===== config.mk =====
export PLATFORM = sky130hd
export DESIGN_NAME = seq_adder_nbit
export DESIGN_NICKNAME = d
export VERILOG_FILES = /design/src/rtl/seq_adder_pkg.sv /design/src/rtl/adder_chunk.sv /design/src/rtl/seq_adder_nbit.sv
export SDC_FILE = /design/constraint.sdc
export NUM_CORES = 1
export LEC_CHECK = 0
export ABC_AREA = 1
export ABC_CLOCK_PERIOD_IN_PS = 4500
export CORE_MARGIN = 2
export CORE_UTILIZATION = 50
export CTS_BUF_LIST = sky130_fd_sc_hd__clkbuf_16
export DETAILED_ROUTE_END_ITERATION = 10
export HOLD_SLACK_MARGIN = 0.15
export PLACE_DENSITY = 0.81
export SYNTH_ARGS = -nofsm -noshare
export SYNTH_HDL_FRONTEND = slang
export SYNTH_SLANG_ARGS = --single-unit

===== constraint.sdc =====
create_clock -name clk -period 4.5 [get_ports clk]
set_input_delay 0.9 -clock clk [delete_from_list [all_inputs] [get_ports clk]]
set_output_delay 0.9 -clock clk [all_outputs]
set_load 0.02 [all_outputs]

===== src/rtl/seq_adder_pkg.sv =====
// ---------------------------------------------------------------------------
// seq_adder_pkg
// Shared definitions for the chunk-serial adder:
//   - state_t          : FSM state encoding (IDLE, CALC, DONE)
//   - DEFAULT_BIT_WIDTH: default operand/sum width
//   - DEFAULT_CHUNK_WIDTH: default bits added per cycle
// ---------------------------------------------------------------------------
package seq_adder_pkg;

   localparam int DEFAULT_BIT_WIDTH   = 16;
   localparam int DEFAULT_CHUNK_WIDTH = 4;

   typedef enum logic [1:0] {
      IDLE = 2'd0,
      CALC = 2'd1,
      DONE = 2'd2
   } state_t;

endpackage : seq_adder_pkg


===== src/rtl/adder_chunk.sv =====
// ---------------------------------------------------------------------------
// adder_chunk
// Purely combinational ripple add of one CHUNK_WIDTH-bit slice.
// Ports:
//   a, b      [CHUNK_WIDTH-1:0] in  : operand slices
//   carry_in                    in  : carry into slice bit 0
//   sum       [CHUNK_WIDTH-1:0] out : slice sum
//   carry_out                   out : carry out of slice MSB
// ---------------------------------------------------------------------------
module adder_chunk #(
   parameter int CHUNK_WIDTH = 4
) (
   input  logic [CHUNK_WIDTH-1:0] a,
   input  logic [CHUNK_WIDTH-1:0] b,
   input  logic                   carry_in,
   output logic [CHUNK_WIDTH-1:0] sum,
   output logic                   carry_out
);

   // One extra bit on each term so the carry falls out of the top bit.
   assign {carry_out, sum} = {1'b0, a} + {1'b0, b} + {{CHUNK_WIDTH{1'b0}}, carry_in};

endmodule : adder_chunk


===== src/rtl/seq_adder_nbit.sv =====
// ---------------------------------------------------------------------------
// seq_adder_nbit
// Chunk-serial adder: accepts a, b, carry_in in IDLE, adds one CHUNK_WIDTH
// slice per cycle in CALC (NUM_CHUNKS cycles), presents the result in DONE
// until the consumer takes it.
//
// Handshake: a transfer happens on a rising edge where valid and ready are
// both 1. in_ready is 1 only in IDLE, out_valid only in DONE; the result
// holds stable while out_valid=1 and out_ready=0. At most one transaction
// is in flight; the DONE->IDLE edge never accepts new operands.
//
// Ports:
//   clk, rst                 : clock, synchronous active-high reset
//   in_valid / in_ready      : operand handshake
//   a, b [BIT_WIDTH-1:0], carry_in : operands
//   out_valid / out_ready    : result handshake
//   sum [BIT_WIDTH-1:0], carry_out, overflow : result
//   dbg_state [1:0]          : current FSM state (state_t encoding)
//
// Configuration macro: SEQ_ADDER_OVERFLOW_EN
//   defined   -> signed overflow is computed and registered with the result
//   undefined -> overflow port tied to 0, no overflow logic
//
// BIT_WIDTH must be an integer multiple of CHUNK_WIDTH.
// ---------------------------------------------------------------------------
module seq_adder_nbit
   import seq_adder_pkg::*;
#(
   parameter int BIT_WIDTH   = DEFAULT_BIT_WIDTH,
   parameter int CHUNK_WIDTH = DEFAULT_CHUNK_WIDTH
) (
   input  logic                 clk,
   input  logic                 rst,
   input  logic                 in_valid,
   output logic                 in_ready,
   input  logic [BIT_WIDTH-1:0] a,
   input  logic [BIT_WIDTH-1:0] b,
   input  logic                 carry_in,
   output logic                 out_valid,
   input  logic                 out_ready,
   output logic [BIT_WIDTH-1:0] sum,
   output logic                 carry_out,
   output logic                 overflow,
   output logic [1:0]           dbg_state
);

   localparam int NUM_CHUNKS = BIT_WIDTH / CHUNK_WIDTH;
   // Counter needs at least one bit even when NUM_CHUNKS == 1.
   localparam int CNT_W = (NUM_CHUNKS > 1) ? $clog2(NUM_CHUNKS) : 1;
   localparam logic [CNT_W-1:0] LAST_K = CNT_W'(NUM_CHUNKS - 1);

   state_t                 state_q, state_d;
   logic [CNT_W-1:0]       k_q, k_d;
   logic [BIT_WIDTH-1:0]   a_q, a_d;
   logic [BIT_WIDTH-1:0]   b_q, b_d;
   // Holds carry_in after acceptance, then the running inter-chunk carry.
   logic                   carry_q, carry_d;
   logic [BIT_WIDTH-1:0]   sum_q, sum_d;
   logic                   cout_q, cout_d;

   logic [CHUNK_WIDTH-1:0] ch_a, ch_b, ch_sum;
   logic                   ch_cout;

   assign ch_a = a_q[k_q*CHUNK_WIDTH +: CHUNK_WIDTH];
   assign ch_b = b_q[k_q*CHUNK_WIDTH +: CHUNK_WIDTH];

   adder_chunk #(
      .CHUNK_WIDTH (CHUNK_WIDTH)
   ) u_chunk (
      .a         (ch_a),
      .b         (ch_b),
      .carry_in  (carry_q),
      .sum       (ch_sum),
      .carry_out (ch_cout)
   );

`ifdef SEQ_ADDER_OVERFLOW_EN
   logic ovf_q, ovf_d;
   // Final-chunk sum MSB is ch_sum's top bit; operand MSBs come from a_q/b_q.
   logic ovf_final;
   assign ovf_final = (a_q[BIT_WIDTH-1] == b_q[BIT_WIDTH-1]) &&
                      (ch_sum[CHUNK_WIDTH-1] != a_q[BIT_WIDTH-1]);
`endif

   always_comb begin
      state_d   = state_q;
      k_d       = k_q;
      a_d       = a_q;
      b_d       = b_q;
      carry_d   = carry_q;
      sum_d     = sum_q;
      cout_d    = cout_q;
`ifdef SEQ_ADDER_OVERFLOW_EN
      ovf_d     = ovf_q;
`endif
      in_ready  = 1'b0;
      out_valid = 1'b0;

      case (state_q)
         IDLE: begin
            in_ready = 1'b1;
            if (in_valid) begin
               a_d     = a;
               b_d     = b;
               carry_d = carry_in;
               k_d     = '0;
               sum_d   = '0;
               cout_d  = 1'b0;
`ifdef SEQ_ADDER_OVERFLOW_EN
               ovf_d   = 1'b0;
`endif
               state_d = CALC;
            end
         end
         CALC: begin
            sum_d[k_q*CHUNK_WIDTH +: CHUNK_WIDTH] = ch_sum;
            carry_d = ch_cout;
            if (k_q == LAST_K) begin
               // Final chunk written on the same edge that enters DONE.
               cout_d  = ch_cout;
`ifdef SEQ_ADDER_OVERFLOW_EN
               ovf_d   = ovf_final;
`endif
               k_d     = '0;
               state_d = DONE;
            end else begin
               k_d = k_q + 1'b1;
            end
         end
         DONE: begin
            out_valid = 1'b1;
            if (out_ready) begin
               state_d = IDLE;
            end
         end
         default: begin
            state_d = IDLE;
         end
      endcase
   end

   always_ff @(posedge clk) begin
      if (rst) begin
         state_q <= IDLE;
         k_q     <= '0;
         a_q     <= '0;
         b_q     <= '0;
         carry_q <= 1'b0;
         sum_q   <= '0;
         cout_q  <= 1'b0;
`ifdef SEQ_ADDER_OVERFLOW_EN
         ovf_q   <= 1'b0;
`endif
      end else begin
         state_q <= state_d;
         k_q     <= k_d;
         a_q     <= a_d;
         b_q     <= b_d;
         carry_q <= carry_d;
         sum_q   <= sum_d;
         cout_q  <= cout_d;
`ifdef SEQ_ADDER_OVERFLOW_EN
         ovf_q   <= ovf_d;
`endif
      end
   end

   assign sum       = sum_q;
   assign carry_out = cout_q;
   assign dbg_state = state_q;
`ifdef SEQ_ADDER_OVERFLOW_EN
   assign overflow  = ovf_q;
`else
   assign overflow  = 1'b0;
`endif

`ifndef SYNTHESIS
   // Unknown operands at an accepting edge would silently poison the result.
   always @(posedge clk) begin
      if (!rst && state_q == IDLE && in_valid === 1'b1) begin
         if ($isunknown({a, b, carry_in})) begin
            $error("seq_adder_nbit: X/Z on a, b or carry_in at accepting edge");
         end
      end
   end
`endif

endmodule : seq_adder_nbit

## Word-level counts from Yosys, hierarchy flattened

Index checks and enable logic that the tools add are counted.

| storage, ports and cells | value |
|---|---|
| ROM bits | 0 |
| bits in registers | 54 |
| bits in writable memories | 0 |
| memories kept | 0 |
| latch bits | 0 |

| operators by class | value |
|---|---|
| shift operators | 4 |
| mux-type cells | 17 |
| multiply operators | 0 |
| bitwise gates (word level) | 0 |
| reduce and logical (&&, ||, !) cells | 6 |
| add/subtract/negate cells | 4 |
| eq/ne operators | 6 |
| $lt $le $gt $ge | 0 |
| div/mod/pow operators | 0 |

Operators by type and width:

| cell | count |
|---|---|
| $neg 4->34 | 1 |
| $shift 4x34->16 const A | 1 |
| $shiftx 4x34->16 | 1 |
| $pmux 16 s2 | 1 |
| $shiftx 16x5->4 | 2 |
| $bwmux 16 | 1 |
| $mux 16 | 1 |
| $mux 2 | 5 |
| $ne 2x2->1 const B | 3 |
| $pmux 2 s3 | 1 |
| $reduce_and 3->1 | 2 |
| $add 4x4->5 | 1 |
| $add 5x1->5 | 1 |
| $mux 1 | 5 |
| $eq 2x2->1 const B | 2 |
| $pmux 1 s2 | 2 |
| $pmux 2 s2 | 1 |
| $reduce_and 2->1 | 2 |
| $add 2x1->2 const B | 1 |
| $eq 2x1->1 const B | 1 |
| $logic_not 2->1 | 1 |
| $reduce_bool 2->1 | 1 |

## Longest topological paths before layout

Gate-level depths: netlist of the first run.

| depth | value |
|---|---|
| depth after elaboration | 6 |
| depth in mapped cells | 11 |

## Hierarchy

From an unflattened synthesis of the first run, not the netlist that was laid out.

| unflattened totals | value |
|---|---|
| cells, all modules | 351 |
| area, all modules | 2488.6 um^2 |

Modules (own cells, without submodules):

| module | seq. area each (um^2) | area an instance (um^2) | cells each | instances |
|---|---|---|---|---|
| seq_adder_nbit | 1081.0 | 2323.5 | 326 | 1 |
| adder_chunk | 0.0 | 165.2 | 25 | 1 |

## Worst setup path after synthesis of the first run

Ideal clock, no wire load.

| timing | value |
|---|---|
| kind | register to register |
| start point | register k_q[0] |
| end point | register sum_q[14], in the netlist sum[14] |
| period minus slack after synthesis | 2.362 ns |
| path buffers | 1 |
| setup time | 0.064 ns |
| stages on the path, launching flop included | 12 |
| arrival time | 2.298 ns |
| slack | 2.138 ns |
| path through | dfxtp_1 inv_1 buf_2 o21ai_0 o22ai_1 fa_1 fa_1 xor2_1 nand2_1 nor2_1 a22oi_1 nor2_1 |

| on the way | value |
|---|---|
| cells in the longest elaborated chain, start to end | 6 |
| elaborated cells on any way between the ends | 9 |
| classes of those cells | add/sub: 3; shift: 4; mux: 2 |

Ends and longest elaborated chain:

| item | line | source |
|---|---|---|
| from (decl) | seq_adder_nbit.sv:53 | `logic [CNT_W-1:0] k_q, k_d;` |
| from (signal assigned) | seq_adder_nbit.sv:156 | `k_q <= k_d;` |
| $shiftx 16x5->4, on equally long branches | seq_adder_nbit.sv:64, seq_adder_nbit.sv:65 |  |
| $add 4x4->5 | adder_chunk.sv:21 | `assign {carry_out, sum} = {1'b0, a} + {1'b0, b} + {{CHUNK_WIDTH{1'b0}}, carry_in};` |
| $add 5x1->5 | adder_chunk.sv:21 |  |
| $shiftx 4x34->16 | seq_adder_nbit.sv:116 | `sum_d[k_q*CHUNK_WIDTH +: CHUNK_WIDTH] = ch_sum;` |
| $bwmux 16 (*) | seq_adder_nbit.sv:116 |  |
| $pmux 16 s2 (*) | seq_adder_nbit.sv:99 | `case (state_q)` |
| to (signal assigned) | seq_adder_nbit.sv:160 | `sum_q <= sum_d;` |
| to (decl) | seq_adder_nbit.sv:58 | `logic [BIT_WIDTH-1:0] sum_q, sum_d;` |

Every way passes the cells marked *; elsewhere a longest branch is shown, timed or not.
A chain may end at the register's enable or synchronous reset.

## Worst setup path after layout of the first run

| timing | value |
|---|---|
| start point | register k_q[0] |
| end point | register sum_q[6], in the netlist sum[6] |

The elaborated chain is that of the path after synthesis.

==> results.yml, run 1 <==
worst_setup_path:
  crit_chain: "inv_1 -> o21ai_0 -> o22ai_1 -> fa_1 -> fa_1 -> xor2_1 -> nand2_1 -> nor2_1 -> a22oi_1 -> nor2_1"
  critPathMaxStageDelay_ns: 0.89
  path_class: "reg -> reg"
  cp.arrival_ns: 3.72
  critPathLaunchType: "flop"
  critPathRequiredTime_ns: 4.72
  critPathMaxFanout: 24
  worstSetupEndpointType: "flop"
  slowest_stage: "dfxtp_1"
cts:
  root_buffer: "clkbuf_16"
  numCtsBuffers: 5
  postCtsSetupRepairBufs: 0
  cts_tree: "built"
  cts_sinks: 54
  ctsResizeCount: 0
  cts_max_level: 2
  hold_buffers: 0
  clockBufferDepth: 2
  clk_pin_slew_ns: 0.07
  clk_latency_ns: 0.29
yosys:
  synth_common_cells: "nor2_1, dfxtp_1, o21ai_0"
  synthFlopType: "dfxtp_1"
  synthCells: 329
  synth_warnings: 0
  synth_top_area_frac: 0.448
  ys_seq_area_frac: 0.448
  yosysTopAreaCell: "dfxtp_1"
  synth_area_um2: 2410
  synth_most_common_cell: "nor2_1"
  async_reset_ff_frac: 0
  synthTopCellsByArea: "dfxtp_1, nor2_1, o21ai_0"
  avgSynthCellArea_um2: 7.33
  synth-seq-cells: 54
  ys_types: 27
  syn_nets: 375
  synth-edff-count: 0
die:
  core_area_um2: 4690
  die_y_um: 73.5
  initial_core_util: 0.514
  rows: 25
  io_pins: 59
  dieArea_um2: 5400
  fp.dieW_um: 73.5
global_route:
  use_met2: 0.388
  grt_antenna_before_repair: 0
  use_met3: 0.0521
  met1_usage: 0.243
  grt_pass1_vias: 2288
  overflow: 0
  grt_max_degree: 38
  grt_pass1_wl_um: 9230
  grt-busiest-layer: "met2"
  grt_usage: 0.214
detailed_routing:
  drc: 0
  routedWlPerCell_um: 12.2
  ant_nets: 0
  routed_wl_um: 5250
  vias_per_cell: 5.22
  dr.first_iter.drc_count: 147
  dr.pass1.iters: 4
  dr_total_vias: 2249
power:
  p_clk_frac: 0.363
  ir_worst_vdd_uv: 176
  p_sw_uw: 322
  powerDensity_nw_per_um2: 379
  swShare: 0.272
  comb_power_share: 0.188
  p_leak_nw: 1.23
  p_total_mw: 1.19
  seq_power_share: 0.449
  internal_power_uw: 863
timing:
  fin_crit_sh: 0.778
  worstMarginPinSlew_ns: 0.861
  maxSlewViolCount: 0
  clock-skew-final_ns: 0.00327
  hold_viol: 0
  rsz0062_at_grt: "no"
  final.setup.tns_ns: 0
  fin_crit_ns: 3.50
  slew_headroom: 0.425
  setup_viol: 0
  hold-worst-slack_ns: 0.462
  fmax_mhz: 286
cells_and_area:
  drive_gt1_frac: 0.0477
  finalNonFillerCells: 431
  area_growth_pct: 29.7
  antenna_cells: 0
  nets: 422
placed_design:
  dp_cells: 423
  place.gp.congestion: 0.862
  port-buffer-count: 57
  hpwl_um: 3670
worst_hold_path:
  min_path_type: "reg -> reg"
run_status:
  status: "finished clean"
flow_run:
  cap_violations: 0
-- state kept, by name, indices dropped and copies added, names as in the netlist --
register / flops
a_q: 16
b_q: 16
sum: 16
dbg_state: 2
k_q: 2
carry_out: 1
carry_q: 1
-- routing by layer --
layer | vias up | wire length, um
met2 | 53 | 2650
met3 | 7 | 202
met1 | 1018 | 2350
met4 | 0 | 52
met5 | - | 0
li1 | 1171 | -
-- final timing paths --
check,end,start,slack [ns],depth (start not counted)
worst max register to register,sum[6],k_q[0],1.00,10
worst min-delay path,sum[12],sum[12],0.46,2
worst min register to register,sum[12],sum[12],0.46,2
worst max-delay path,sum[6],k_q[0],1.00,10
-- layout by cell type (no fill, tap or decap), drive strengths merged --
master	count
o21a	1
bufinv	1
dfxtp	54
clkdlybuf4s50	57
clkinv	1
clkinvlp	1
o22ai	8
nor2	94
inv	17
nand2	41
nand3	7
nor3	2
clkbuf	5
ha	7
a31oi	1
a22oi	2
o21ai	53
nand4	2
a21oi	19
conb	1
fa	2
xor2	1
-- worst max-delay path, delay by kind of cell (launching register included) --
kind / cells / cell delay, ns
adder cells (fa/ha/maj): 2 / 0.86
buffers and inverters: 1 / 0.53
AO/OA/AOI/OAI: 3 / 0.52
XOR/XNOR: 1 / 0.29
AND/OR/NAND/NOR: 3 / 0.33
flip-flops: 1 / 0.89
-- cells by family after synthesis --
logic type                 count (synthesis)  synth area share
AOI/OAI and AO/OA                         84             0.182
buffers and inverters                     34            0.0628
DFF                                       54             0.448
other                                      1           0.00155
and+or+nand+nor                          146             0.249
adders and majority gates                  9            0.0529
xor gates and xnor gates                   1           0.00363
-- power groups by stage --
stage | Sequential [mW] | Clock, mW | Combinational, mW
after floorplan | 0.538 | 0 | 0.152
after global placement | 0.542 | 0 | 0.217
after detailed placement | 0.542 | 0 | 0.222
after CTS | 0.532 | 0.432 | 0.224
after global routing | 0.535 | 0.447 | 0.255
final | 0.532 | 0.430 | 0.223
-- stage by stage --
| step | cell area, um2 | utilization | worst slack, ns |
|---|---|---|---|
| detailed placement | 2960 | 0.631 | 1.11 |
| global route | 3130 | 0.667 | 0.817 |
| global placement | 2960 | 0.631 | 1.23 |
| floorplan | 2410 | - | 2.14 |
| finish | 3130 | 0.667 | 1.00 |
| CTS | 3130 | 0.667 | 1.02 |
-- area by class of cell --
type	instances	area (um2)
sequential	54	1080
clock buffer	5	125
multi-input combinational	241	1180
tap	54	67.6
clock inverter	3	41.3
timing repair buffer	57	571
fill	421	1560
inverter	17	63.8
(Power assumes the default switching activity.)
==> run 2, diff against run 1 <==
--- a/config.mk
+++ b/config.mk
@@ -6,13 +6,13 @@
 export NUM_CORES = 1
 export LEC_CHECK = 0
 export ABC_AREA = 1
-export ABC_CLOCK_PERIOD_IN_PS = 4500
+export ABC_CLOCK_PERIOD_IN_PS = 3130
 export CORE_MARGIN = 2
-export CORE_UTILIZATION = 50
+export CORE_UTILIZATION = 44
 export CTS_BUF_LIST = sky130_fd_sc_hd__clkbuf_16
 export DETAILED_ROUTE_END_ITERATION = 10
 export HOLD_SLACK_MARGIN = 0.15
-export PLACE_DENSITY = 0.81
+export PLACE_DENSITY = 0.75
 export SYNTH_ARGS = -nofsm -noshare
 export SYNTH_HDL_FRONTEND = slang
 export SYNTH_SLANG_ARGS = --single-unit
==> constraint.sdc (replaced) <==
create_clock -name clk -period 3.13 [get_ports clk]
set_input_delay 0.626 -clock clk [delete_from_list [all_inputs] [get_ports clk]]
set_output_delay 0.626 -clock clk [all_outputs]
set_load 0.02 [all_outputs]
==> run 2 against run 1 <==
Net effect:
- hold slack got worse by 0.0013 ns
- die area rose by 13%
- highest routed layer unchanged
- critical path depth did not move
- utilization fell by 6.0 points
- sequential power rose by 42%
- maximum frequency rose by 29%
- largest cell class unchanged
- largest power group unchanged
==> results.yml, run 2 (synthesized netlist as in run 1, its figures left out) <==
run_status:
  status: "finished clean"
cts:
  root_buffer: "clkbuf_16"
  cts_tree: "built"
  hold_buffers: 0
  ctsResizeCount: 0
  clockBufferDepth: 2
  cts_max_level: 2
  clk_latency_ns: 0.30
  postCtsSetupRepairBufs: 0
  numCtsBuffers: 5
  cts_sinks: 54
  clk_pin_slew_ns: 0.07
cells_and_area:
  drive_gt1_frac: 0.0577
  ff_latch_area_um2: 1080
  antenna_cells: 0
  finalNonFillerCells: 451
  fillers: 495
  multi_input_area_um2: 1180
  nets: 426
  fin_util: 0.607
  layout_commonest_cell: "nor2_1"
  final_cell_mix: "nor2_1, clkdlybuf4s50_1, dfxtp_1, o21ai_0, nand2_1"
  area_growth_pct: 30.9
timing:
  maxSlewViolCount: 0
  fin_crit_ns: 2.71
  fin_ws_ns: 0.419
  worstMarginPinSlew_ns: 0.784
  clock-skew-final_ns: 0.00885
  slew_headroom: 0.477
  hold_viol: 0
  fin_crit_sh: 0.866
  rsz0062_at_grt: "no"
  hold-worst-slack_ns: 0.461
  final.setup.tns_ns: 0
  fmax_mhz: 369
  setup_viol: 0
die:
  core_area_um2: 5200
  fp.dieW_um: 78.0
  rows: 26
  initial_core_util: 0.463
  io_pins: 59
  dieArea_um2: 6090
  die_y_um: 78.0
worst_setup_path:
  critPathMaxFanout: 12
  cp.arrival_ns: 2.94
  endpoint: "sum[14]"
  path_class: "reg -> reg"
  r2r_end: "sum[14]"
  r2r-start: "k_q[1]"
  critical_path.startpoint: "k_q[1]"
  rrSetupSlack_ns: 0.42
  critPathLaunchType: "flop"
  reg2reg_depth: 10
  worstSetupEndpointType: "flop"
  critPathRequiredTime_ns: 3.36
detailed_routing:
  met2_length_um: 2670
  dr_total_vias: 2264
  highest_layer: "met4"
  ant_nets: 0
  dr.pass1.iters: 4
  drc: 0
  routedWlPerCell_um: 12.0
  routed_wl_um: 5400
  vias_per_cell: 5.02
  dr.first_iter.drc_count: 164
  met3_length_um: 269
  wl_met1_um: 2410
global_route:
  grt_usage: 0.193
  grt_antenna_before_repair: 0
  overflow: 0
  grt_pass1_wl_um: 9590
  grt_max_degree: 38
  grt_pass1_vias: 2170
placed_design:
  hpwl_um: 3960
  dp_cells: 443
  place.gp.congestion: 0.890
  port-buffer-count: 57
  dp_slack_ns: 0.486
power:
  powerDensity_nw_per_um2: 517
  p_leak_nw: 1.24
  ir_worst_vdd_uv: 288
flow_run:
  cap_violations: 0
worst_hold_path:
  min_path_type: "reg -> reg"
==> run 2: cell types whose count changed in the layout (fill, tap and decap cells not counted) <==
cell       change
buf_4          +4
bufinv_16      -1
clkinv_1       +1
inv_1          -1
inv_6          +1
==> run 2: layout make-up <==
cell class / instances / share of cell area
Clock buffer: 5 / 0.0396
Clock inverter: 3 / 0.00634
Inverter: 17 / 0.0202
Multi-Input combinational cell: 241 / 0.374
Sequential cell: 54 / 0.342
Tap cell: 70 / 0.0277
Timing Repair Buffer: 61 / 0.190
==> run 2: how the worst min path moves through the flow <==
stage / from / to / slack (ns) / cells after the start
2_1_floorplan: a_q[10] / a_q[10] / 0.45 / 2
3_3_place_gp: sum[1] / sum[1] / 0.45 / 2
3_5_place_dp: sum[8] / sum[8] / 0.46 / 2
4_1_cts: sum[8] / sum[8] / 0.47 / 2
5_1_grt: sum[11] / sum[11] / 0.49 / 2
6_report: sum[12] / sum[12] / 0.46 / 2
==> run 2: layer usage <==
metal,track usage,up-vias
met5,0,-
met4,0.0526,0
met2,0.351,56
li1,-,1179
met1,0.234,1023
met3,0.0356,6
==> run 2: per-stage QoR <==
| step | instance area (um2) | power (mW) |
|---|---|---|
| finish | 3160 | 1.63 |
| detailed placement | 3010 | 1.11 |
| global placement | 3010 | 1.10 |
| floorplan | 2410 | 0.992 |
| CTS | 3160 | 1.64 |
| global route | 3160 | 1.72 |
==> run 2: worst max-delay path, stage by stage (launching register included) <==
cell,delay [ns]
dfxtp_1,0.53
inv_1,0.24
o21ai_0,0.14
o22ai_1,0.12
fa_1,0.47
fa_1,0.43
xor2_1,0.28
nand2_1,0.08
nor2_1,0.16
a22oi_1,0.09
nor2_1,0.09
==> run 2: power by group <==
part           switching, mW  internal (mW)
Clock                  0.244          0.297
Sequential            0.0264          0.731
Combinational          0.195          0.140
Total                  0.466           1.17
